<file path="config.mk">
export PLATFORM = sky130hd
export DESIGN_NAME = asmd_dot_sequencer
export DESIGN_NICKNAME = d
export VERILOG_FILES = /design/src/rtl/asmd_dot_sequencer.sv
export SDC_FILE = /design/constraint.sdc
export NUM_CORES = 1
export LEC_CHECK = 0
export ABC_AREA = 1
export BUFFER_PORTS_ARGS = -buffer_cell sky130_fd_sc_hd__buf_2
export CAP_MARGIN = 30
export CORE_MARGIN = 3
export CORE_UTILIZATION = 49
export CTS_CLUSTER_SIZE = 20
export DETAILED_ROUTE_END_ITERATION = 6
export PLACE_DENSITY = 0.76
export SLEW_MARGIN = 40
export SYNTH_ARGS = -nofsm -noshare
export SYNTH_HDL_FRONTEND = slang
export SYNTH_SLANG_ARGS = --single-unit
</file>
<file path="constraint.sdc">
create_clock -name clk -period 1.9 [get_ports clk]
set_input_delay 0.095 -clock clk [delete_from_list [all_inputs] [get_ports clk]]
set_output_delay 0.095 -clock clk [all_outputs]
set_load 0.01 [all_outputs]
</file>
<file path="src/rtl/asmd_dot_sequencer.sv">
// asmd_dot_sequencer: feeds operand pairs to an external multiplier and accumulates a dot product
module asmd_dot_sequencer #(
    parameter int word_length = 8,
    parameter int vec_len     = 4,
    parameter int guard_bits  = 4
) (
    input  logic                                clk,
    input  logic                                reset,
    input  logic                                in_valid,
    output logic                                in_ready,
    input  logic [word_length-1:0]              a_in,
    input  logic [word_length-1:0]              b_in,
    output logic [word_length-1:0]              mult_word0,
    output logic [word_length-1:0]              mult_word1,
    output logic                                mult_start,
    input  logic [2*word_length-1:0]            mult_product,
    input  logic                                mult_ready,
    output logic [2*word_length+guard_bits-1:0] acc_out,
    output logic                                out_valid,
    input  logic                                out_ready
);
    localparam int accw = 2*word_length + guard_bits;
    localparam int cw   = vec_len > 1 ? $clog2(vec_len) : 1;

    typedef enum logic [2:0] {IDLE, START, WAIT_BUSY, WAIT_DONE, ACC, OUT} state_t;

    state_t          state;
    logic [accw-1:0] acc;
    logic [accw-1:0] acc_sum;
    logic [cw-1:0]   count;

    assign in_ready = (state == IDLE) && mult_ready;
    assign acc_sum  = acc + accw'(mult_product);

    // sequencer: latch pair, pulse start, track multiplier busy/done, accumulate, hold result until taken
    always_ff @(posedge clk or negedge reset) begin
        if (!reset) begin
            state      <= IDLE;
            acc        <= '0;
            count      <= '0;
            mult_word0 <= '0;
            mult_word1 <= '0;
            mult_start <= 1'b0;
            out_valid  <= 1'b0;
            acc_out    <= '0;
        end else begin
            case (state)
                IDLE: if (in_valid && mult_ready) begin
                    mult_word0 <= a_in;
                    mult_word1 <= b_in;
                    mult_start <= 1'b1;
                    state      <= START;
                end
                START: begin
                    mult_start <= 1'b0;
                    state      <= WAIT_BUSY;
                end
                WAIT_BUSY: if (!mult_ready) state <= WAIT_DONE;
                WAIT_DONE: if (mult_ready) state <= ACC;
                ACC: begin
                    acc   <= acc_sum;
                    count <= count + 1'b1;
                    if (count == cw'(vec_len - 1)) begin
                        out_valid <= 1'b1;
                        acc_out   <= acc_sum;
                        state     <= OUT;
                    end else begin
                        state <= IDLE;
                    end
                end
                OUT: if (out_ready) begin
                    out_valid <= 1'b0;
                    acc       <= '0;
                    count     <= '0;
                    state     <= IDLE;
                end
                default: state <= IDLE;
            endcase
        end
    end
endmodule

</file>
# Word level (Yosys, flattened, before mapping)
# Index checks and enable logic that the tools add are counted.
# totals
reg_bits,63
wordCells,47
# op_classes
n_reduce_logical,11
mux,15
eq_ne,11
addsub,2
# op_table
operator,n
case mux 20 bit (2 select lines),1
adder 20 x 16 -> 20 bit,1
two-way mux 20 bit,1
case mux 3 bit (6 select lines),1
two-way mux 3 bit,5
inequality test 2 bit (second input constant),4
AND reduction 2 bit,4
== test 3 x 2 -> 1 bit (second input constant),2
== test 3 bit (second input constant),2
case mux 1 bit (2 select lines),2
case mux 2 bit (2 select lines),1
AND reduction 4 bit,1
nonzero test 2 bit,2
== test 3 x 1 -> 1 bit (second input constant),1
logical NOT 3 bit,1
two-way mux 1 bit,3
AND reduction 3 bit,1
adder 2 x 1 -> 2 bit (second input constant),1
== test 2 bit (second input constant),1
logical AND 1 bit,2
two-way mux 2 bit,1
inequality test 2 x 1 -> 1 bit (second input constant),1

# Longest topological paths before layout
# logic_depth
depth_word,3
ltp_mapped,12
depth_no_buf,12

# Worst setup path before layout
# OpenSTA, ideal clock, no wires.
# synth_timing
kind,register to register
startpoint,register acc[0]
endpoint,register acc_out[16]
path_stages_with_launch,11
setup_time_ns,0.118
arrival_ns,1.603
setup_slack_ns,0.179
period_less_slack_ns,1.721
required_time_ns,1.782
path_cell_list,dfrtp_1 ha_1 fa_1 nand3_1 nand3_1 nand2_1 nand2_1 nand2_1 nand3b_1 nand3_1 nand2_1
# synth_between
elab_chain_cells,1
# synth_rtl
item,line_no,text
start: declaration,28,logic [accw-1:0] acc;
start signal: assignment,61,acc <= acc_sum;
adder 20 x 16 -> 20 bit,33,assign acc_sum = acc + accw'(mult_product);
end signal: assignment,65,acc_out <= acc_sum;
end: declaration,18,"output logic [2*word_length+guard_bits-1:0] acc_out,"
# No other way between the ends.
# A chain may end at the register's enable or synchronous reset.

# Worst setup path in the final report
# layout_timing
startpoint,register acc[0]
endpoint,register acc[16]
# layout_between
elab_chain_cells,2
# layout_rtl
item,line_no,text
adder 20 x 16 -> 20 bit,33,
case mux 20 bit (2 select lines),47,case (state)
# No other way between the ends.

==> reports/metrics.cfg <==
[run_status]
status=complete, no violations

[floorplan]
rows=30
die_area_um2=8300
core_um2=6910
die_h_um=91.1
initial_utilization_pct=51.4
die_w_um=91.1
ios=76

[route]
dr.max_layer_used=met4
wl_met2_mm=3.93
wl_per_cell_um=13.0
first_pass_iters=6
routed_wl_mm=8.37
vias=3209
ant_nets=0
drc=0
first_iter_violations=156
drt-met1-wl_mm=3.76
wl_met3_um=550
viasPerCell=5.00

[placed_design]
dp_hpwl_mm=5.87
io_buffers=75
post-place-cells=608
gp_congestion=0.881

[synthesis]
synth_seq_cells=63
syn_nets=497
synth_top_cell_by_area=dfrtp_1
synth_area_um2=3550
ys_types=29
avgSynthCellArea_um2=8.03
netlist.area_leader.share_pct=44.4
syn_inst=442
yosys-top-cells-area=dfrtp_1, nand2_1, ha_1
ys_seq_area_share_pct=44.4
ys_warn_count=0

[grt]
grt_overflow_total=0
grt_use_total_pct=21.2
grt_pass1_wl_mm=14.2
grt_max_degree=40
grt_pass1_vias=3188
antenna_found_initial=0

[power]
power.density_nw_per_um2=1560
combPwrFrac_pct=47.8
power.internal_w=0.00421
power.share.sequential_pct=33.3
p_sw_w=0.00285
peakVddDrop_mv=0.895
p_sw_share_pct=40.4
p_leak_nw=2.41
clkPwrFrac_pct=19.0

[setup_path]
critPathMaxStageDelay_ns=0.43
critPathLaunchType=register
worst-setup-path-type=reg2reg
crit_buf_inv=0
crit_path_top_delay_cell=fa_2
cp.arrival_ns=2.06
critPathMaxFanout=4
crit_chain=ha_4 > fa_2 > nand3_2 > nand3_2 > nand2_2 > nand2_4 > nand2_2 > nand3b_1 > nand3_1 > nand2_1
critPathTopFamily=simple AND/OR/NAND/NOR gates
cp-end-kind=register
required_ns=2.14

[finish]
diodes=0
nNetsFinal=596
drive_above_1_share_pct=24.9
finish.cell_count_without_fillers=642
mostFrequentLayoutCells=nand2_1, buf_2, dfrtp_1
final_common_cell=nand2_1
area_growth_pct=27.3

[clock_tree]
clockBufferDepth=2
clkTransAtPathRegs_ns=0.07
cts_tree=yes
clk_latency_ns=0.35
clock-sinks=63
cts_buffers=9
clockRootBuffer=clkbuf_8
htree_num_levels=3

[sta]
worst_pin_slew_ns=0.613
clock.fmax_mhz=550
whs_ns=0.0310
slew_violations=0
skew_ns=0.00544
fin_setup_tns_ns=0
report.final.setup_viol=0
fin_crit_sh_pct=95.7
final-hold-violation-count=0
period_minus_slack_ns=1.82
max_slew_margin_pct=59.2

[flow_run]
maxCapViolations=0

[worst_hold_path]
hp-class=in2reg

## cells by family (layout without fill, tap and decap cells)
logic type	count (synthesis)	count (layout)	synth area share (%)
flops	63	63	44.4
fa+ha+maj	18	18	6.56
buf+inv	52	156	6.17
mux	16	16	6.03
simple gates	246	246	29.2
compound gates	40	40	5.85
xor+xnor	7	7	1.73
## power groups by stage
stage,logic (W),clock network (W),registers (W)
floorplan,0.00210,0,0.00249
global placement,0.00311,0,0.00232
detailed placement,0.00321,0,0.00234
CTS,0.00325,0.00136,0.00234
global route,0.00383,0.00142,0.00243
finish,0.00337,0.00134,0.00235
## cells in the mapped netlist
| cell | instances |
|---|---|
| nand2_1 | 163 |
| dfrtp_1 | 63 |
| inv_1 | 41 |
| nand3_1 | 36 |
| nor2_1 | 26 |
| o21ai_0 | 24 |
| ha_1 | 17 |
| a21oi_1 | 14 |
| mux2_4 | 9 |
| nand3b_1 | 9 |
| mux2_2 | 7 |
| xnor2_1 | 5 |
| buf_2 | 4 |
| nor3_1 | 4 |
| a22o_1 | 2 |
| clkbuf_1 | 2 |
| inv_2 | 2 |
| nor2_2 | 2 |
| xor2_1 | 2 |
| and2_1 | 1 |
| and3_1 | 1 |
| and3_4 | 1 |
| buf_1 | 1 |
| buf_6 | 1 |
| buf_8 | 1 |
| fa_1 | 1 |
| nand2_4 | 1 |
| nand4_1 | 1 |
| or2_2 | 1 |
## metal layers
layer  global-route usage [%]  vias up
met5                        0        -
met4                     8.04        0
met3                     6.63       11
met2                     34.5       88
met1                     26.5     1489
li1                         -     1621
## stage by stage
step                instance area, µm²  power (W)  setup WS, ns  util, %
floorplan                         3550    0.00460         0.179        -
global placement                  4030    0.00543        0.0413     58.3
detailed placement                4030    0.00555       -0.0311     58.3
CTS                               4430    0.00695        0.0223     64.1
global route                      4520    0.00768       -0.0118     65.4
finish                            4520    0.00706        0.0818     65.4
## flip-flops by register name, indices dropped and copies added, names as in the netlist
signal,count
mult_start,1
count,2
mult_word1,8
acc_out,20
mult_word0,8
state,3
acc,20
out_valid,1
## path summary, 6_finish.rpt
kind / start / to / slack, ns / cells after the start
min in group asynchronous: reset / acc[16] / 0.29 / 2
setup reg to reg: acc[0] / acc[16] / 0.08 / 10
setup / recovery: acc[0] / acc[16] / 0.08 / 10
hold / removal: out_ready / state[2] / 0.03 / 4
hold reg to reg: acc_out[10] / acc_out[10] / 0.48 / 2
max in group asynchronous: reset / acc[1] / 1.00 / 3
## layout make-up
class / count / area (µm²)
sequential: 63 / 1580
clock inverter: 3 / 65.1
fill: 615 / 2390
timing repair buffer: 97 / 596
multi-input combinational: 327 / 1840
inverter: 43 / 161
tap: 96 / 120
clock buffer: 13 / 159
## tightest hold or removal path, cell delays in order
cell and delay [ns]:
buf_2 0.09, inv_1 0.04, nand2_1 0.07, nand2_1 0.05
## repair_timing
action | CTS | global route
endpoints found under the hold margin | 40 | 0
pin swaps | 0 | 3
hold buffers | 17 | 0
gates resized for setup | 1 | 20
setup endpoints to repair | 6 | 19
buffers inserted | 0 | 1
Power figures use the tool's default switching activity.
